## src/rtl/mem_port_arbiter.sv

```systemverilog
// Purpose: shares one memory port between the fetch (i_*) and data (d_*) requesters, round-robin, with a watchdog.
// Latency: request seen in IDLE at cycle 0, mem_req during cycles 1..k, x_ack at cycle k+1 (zero-wait memory: ack at cycle 2).
// Backpressure: requesters hold req until their one-cycle ack; stall is high while any request is still unacknowledged.
//
// Ports:
//   clk, rst         - clock; asynchronous active-low reset
//   i_req/i_addr     - fetch request and address; i_rdata/i_ack return the word
//   d_req/d_we/...   - data request (d_we all-zero = read); d_rdata/d_ack return the result
//   mem_*            - single external memory port; mem_ack only counts while BUSY
//   stall            - pipeline stall; timeout_err is sticky once a watchdog abort happens
module mem_port_arbiter #(
  parameter int ADDR_W  = 32,
  parameter int DATA_W  = 32,
  parameter int TIMEOUT = 255,
  parameter int TO_W    = 8
) (
  input  logic                clk,
  input  logic                rst,
  input  logic                i_req,
  input  logic [ADDR_W-1:0]   i_addr,
  output logic [DATA_W-1:0]   i_rdata,
  output logic                i_ack,
  input  logic                d_req,
  input  logic [DATA_W/8-1:0] d_we,
  input  logic [ADDR_W-1:0]   d_addr,
  input  logic [DATA_W-1:0]   d_wdata,
  output logic [DATA_W-1:0]   d_rdata,
  output logic                d_ack,
  output logic                mem_req,
  output logic [ADDR_W-1:0]   mem_addr,
  output logic [DATA_W/8-1:0] mem_we,
  output logic [DATA_W-1:0]   mem_wdata,
  input  logic [DATA_W-1:0]   mem_rdata,
  input  logic                mem_ack,
  output logic                stall,
  output logic                timeout_err
);

  localparam logic [TO_W-1:0] TIMEOUT_VAL = TO_W'(TIMEOUT);

  typedef enum logic [2:0] {
    IDLE,
    BUSY_I,
    BUSY_D,
    DONE_I,
    DONE_D
  } state_t;

  state_t          state;
  logic            lastGrantI;  // 1: the most recent grant went to the fetch side
  logic [TO_W-1:0] wdCnt;       // BUSY cycles already completed for this access
  logic [TO_W-1:0] wdNext;
  logic            wdExpire;
  logic            grantD;

  // wdNext counts the current BUSY cycle, so an abort happens at the end of
  // BUSY cycle TIMEOUT. A same-cycle mem_ack is checked first and wins.
  assign wdNext   = wdCnt + TO_W'(1);
  assign wdExpire = (TIMEOUT != 0) && (wdNext == TIMEOUT_VAL);

  // On a tie the side that did not win last time is served.
  assign grantD = d_req && (!i_req || lastGrantI);

  assign stall = (i_req & ~i_ack) | (d_req & ~d_ack);

  always_ff @(posedge clk or negedge rst) begin
    if (!rst) begin
      state       <= IDLE;
      lastGrantI  <= 1'b1;
      wdCnt       <= '0;
      i_rdata     <= '0;
      i_ack       <= 1'b0;
      d_rdata     <= '0;
      d_ack       <= 1'b0;
      mem_req     <= 1'b0;
      mem_addr    <= '0;
      mem_we      <= '0;
      mem_wdata   <= '0;
      timeout_err <= 1'b0;
    end else begin
      i_ack <= 1'b0;
      d_ack <= 1'b0;
      case (state)
        IDLE: begin
          if (grantD) begin
            state      <= BUSY_D;
            lastGrantI <= 1'b0;
            wdCnt      <= '0;
            mem_req    <= 1'b1;
            mem_addr   <= d_addr;
            mem_we     <= d_we;
            mem_wdata  <= d_wdata;
          end else if (i_req) begin
            state      <= BUSY_I;
            lastGrantI <= 1'b1;
            wdCnt      <= '0;
            mem_req    <= 1'b1;
            mem_addr   <= i_addr;
            mem_we     <= '0;
          end
        end

        BUSY_I, BUSY_D: begin
          if (mem_ack || wdExpire) begin
            mem_req <= 1'b0;
            mem_we  <= '0;
            if (state == BUSY_I) begin
              state <= DONE_I;
              i_ack <= 1'b1;
            end else begin
              state <= DONE_D;
              d_ack <= 1'b1;
            end
            // Aborted accesses leave the read data untouched; writes never update d_rdata.
            if (!mem_ack) begin
              timeout_err <= 1'b1;
            end else if (state == BUSY_I) begin
              i_rdata <= mem_rdata;
            end else if (mem_we == '0) begin
              d_rdata <= mem_rdata;
            end
          end else begin
            wdCnt <= wdNext;
          end
        end

        DONE_I, DONE_D: begin
          state <= IDLE;
        end

        default: begin
          state <= IDLE;
        end
      endcase
    end
  end

endmodule

```

## config.mk

```make
export PLATFORM = sky130hd
export DESIGN_NAME = mem_port_arbiter
export DESIGN_NICKNAME = d
export VERILOG_FILES = /design/src/rtl/mem_port_arbiter.sv
export SDC_FILE = /design/constraint.sdc
export NUM_CORES = 1
export LEC_CHECK = 0
export CAP_MARGIN = 20
export CORE_ASPECT_RATIO = 0.75
export CORE_UTILIZATION = 30
export CTS_CLUSTER_SIZE = 30
export DETAILED_ROUTE_END_ITERATION = 8
export GPL_TIMING_DRIVEN = 1
export SLEW_MARGIN = 40
export SYNTH_ARGS = -nofsm -noshare
export SYNTH_HDL_FRONTEND = slang
export SYNTH_SLANG_ARGS = --single-unit
```

## constraint.sdc

```tcl
create_clock -name clk -period 2.2 [get_ports clk]
set_input_delay 0.55 -clock clk [delete_from_list [all_inputs] [get_ports clk]]
set_output_delay 0.55 -clock clk [all_outputs]
set_load 0.03 [all_outputs]
```

==> flow_summary.yaml <==
logic_synthesis:
  synthTopCellsByArea: "dfrtp_1 59%, mux2_2 11%, nand2_1 8.2%, mux2i_1 5.5%, o21ai_0 2.6%"
  synth_ff_type: "dfrtp_1"
  ys_async_sr_fraction: 1.00
  synth_area_um2: 6210
  synth-edff-count: 0
  synth_top_area_cell: "dfrtp_1"
  avgSynthCellArea_um2: 11.8
  synth-seq-cells: 148
  synthCells: 528
  syn_nets: 667
  synth.yosys.seq_area_share: 0.597
  yosysWarnings: 0
  ys_types: 55
  synth_top_area_share: 0.592
clock_tree:
  cts_root_buf: "clkbuf_16"
  cts_tree: "built"
  hold_buffers: 0
  clk_latency_ns: 0.42
  cts.repair.resized: 0
  clkSlewWorstSetupHoldPaths_ns: 0.07
  clock-sinks: 148
  h-tree-depth: 4
  post-cts-setup-buffers: 0
  numCtsBuffers: 17
  clockBufferDepth: 2
timing:
  tightest_slew_ns: 0.514
  slew_viol_final: 0
  period_needed_ns: 2.11
  rsz0062_at_grt: "no"
  setup_tns_ns: 0
  fin_worst_skew_ns: 0.0131
  fmaxAchievable_ghz: 0.475
  max_slew_margin: 0.658
  post-route-period-util: 0.957
  setup_viol: 0
  final-hold-violation-count: 0
  timing.hold.ws_ns: 0.0836
status:
  status: "finished clean"
drt:
  drt_first_pass_iters: 4
  wl_per_cell_um: 16.2
  wl_um: 17500
  vias: 4961
  viasPerCell: 4.59
  drc_errors: 0
  drt-initial-drc-count: 255
  drtAntennaViolNets: 0
final_layout:
  n_antenna_cell: 0
  area_growth_pct: 60.4
  layout.cells.non_filler: 1082
  layout_common_cells: "271 x clkdlybuf4s50_1, 146 x dfrtp_1, 135 x nand2_1"
  final_layout_size_suffix_gt1_frac: 0.159
  layout_commonest_cell: "clkdlybuf4s50_1"
  layout.nets: 950
  utilization: 0.491
worst_setup_path:
  slowest_stage: "or4_4"
  critPathMaxFanout: 7
  endpoint_kind: "register"
  worstSetupStartpointType: "register"
  slowest_delay_ns: 0.53
  worst-setup-path-type: "reg -> reg"
  worstPathArrival_ns: 2.44
  crit_path_cell_trace: "inv_1 > ha_1 > nand3_1 > or4_4 > o21a_4 > o21ai_4 > mux2i_1"
  required_ns: 2.54
placement:
  placed_cells: 1050
  gp_congestion: 0.854
  dpl.hpwl_um: 12800
  io_buffers: 273
flow_run:
  cap_violations: 0
min_path:
  min_path_type: "in -> async"
global_route:
  antenna_found_initial: 0
  grt_max_degree: 65
  grt_first_pass_wirelength_um: 27800
  grt_use_total: 0.168
  gr-total-overflow: 0
  grt_pass1_vias: 5223
pwr:
  power_density_nw_per_um2: 1530
  switching_power_uw: 6300
  p_seq_frac: 0.310
  power_uw: 15300
  vdd_drop_max_mv: 0.783
  clkPwrFrac: 0.185
  power.share.combinational: 0.505
  swShare: 0.412
  internal-power_uw: 8990
  p_leak_uw: 0.00438
floorplan:
  io_pins: 274
  num_rows: 45
  die_h_um: 127
  core_area_um2: 20300
  die_area_um2: 21300
  die_w_um: 168
  start_util: 0.306
[power groups by stage]
| stage | Clock [uW] | Sequential (uW) | Combinational (uW) |
|---|---|---|---|
| floorplan | 0 | 7060 | 1990 |
| global placement | 0 | 4710 | 7730 |
| detailed placement | 0 | 4780 | 7800 |
| CTS | 2910 | 4740 | 7820 |
| global route | 3050 | 4910 | 8180 |
| finish | 2820 | 4740 | 7730 |
[sequential cells by signal, indices dropped and copies added, names as in the netlist]
signal,flops
mem_addr,32
i_ack,1
mem_wdata,32
mem_we,4
d_rdata,32
mem_req,1
timeout_err,1
wdCnt,8
d_ack,1
state,3
lastGrantI,1
i_rdata,32
[worst paths after layout]
| kind | start | endpoint | slack (ns) | depth (start not counted) |
|---|---|---|---|---|
| setup / recovery | wdCnt[0] | wdCnt[1] | 0.09 | 7 |
| min in group clk | mem_wdata[29] | mem_wdata[29] | 0.48 | 2 |
| setup reg to reg | wdCnt[0] | wdCnt[1] | 0.09 | 7 |
| max in group asynchronous | rst | i_rdata[31] | 1.46 | 2 |
| hold reg to reg | mem_wdata[29] | mem_wdata[29] | 0.48 | 2 |
| hold / removal | rst | mem_wdata[11] | 0.08 | 1 |
[metal layers]
metal  GRT usage  up-vias  wire length, um
met5           0        -                0
met4      0.0540        0              257
met3      0.0502       17             1180
met2       0.286      162             8560
met1       0.204     2405             7530
li1            -     2377                -
[cell families (layout without fill, tap and decap cells)]
kind of cell,count (synthesis),after routing,synth area share
flops,148,148,0.597
xor+xnor,2,2,0.00282
buf+inv,34,330,0.0258
simple gates,171,171,0.116
fa+ha+maj,2,2,0.00403
compound gates,73,73,0.0840
mux,98,98,0.171
[synth_stat cells, types with 2 or more instances]
cell type  instances
nor3_1             3
buf_4              3
o21ai_4            2
nand2_1          135
mux2i_1           34
dfrtp_1          147
mux2_1             2
ha_1               2
and3_1             3
a211oi_1           2
a21o_1             4
a22o_1             4
xnor2_1            2
o22ai_1            2
clkbuf_1           6
nor2b_1            2
a21oi_1            3
o21ai_0           32
and2b_1            3
mux2_2            62
nor2_1            10
buf_2             16
o211ai_1           2
nand3_1            3
nand4_1            2
o221ai_1           3
inv_1              8
o21ai_1            4
[stage by stage]
step	setup slack, ns	area, um2
5_1_grt	0.00275	9960
6_report	0.0940	9960
2_1_floorplan	0.316	6210
3_5_place_dp	0.0125	9380
3_3_place_gp	0.0152	9380
4_1_cts	0.0138	9950
[worst max-delay path: cells and delay by family, from the launching register on]
kind / cells / cell delay (ns)
flip-flops: 1 / 0.47
multiplexers: 1 / 0.22
AO/OA/AOI/OAI: 2 / 0.42
AND/OR/NAND/NOR: 2 / 0.63
buffers and inverters: 1 / 0.09
adder cells (fa/ha/maj): 1 / 0.19
[final cells by class]
type                    instances  area (um2)
clock inverters                14         145
flip-flops and latches        148        3710
well taps                     258         323
multi-input cells             346        2370
inverters                       8        30.0
repair buffers                290        2960
fillers                      1792       10300
clock buffers                  18         429
(Power assumes the default switching activity.)
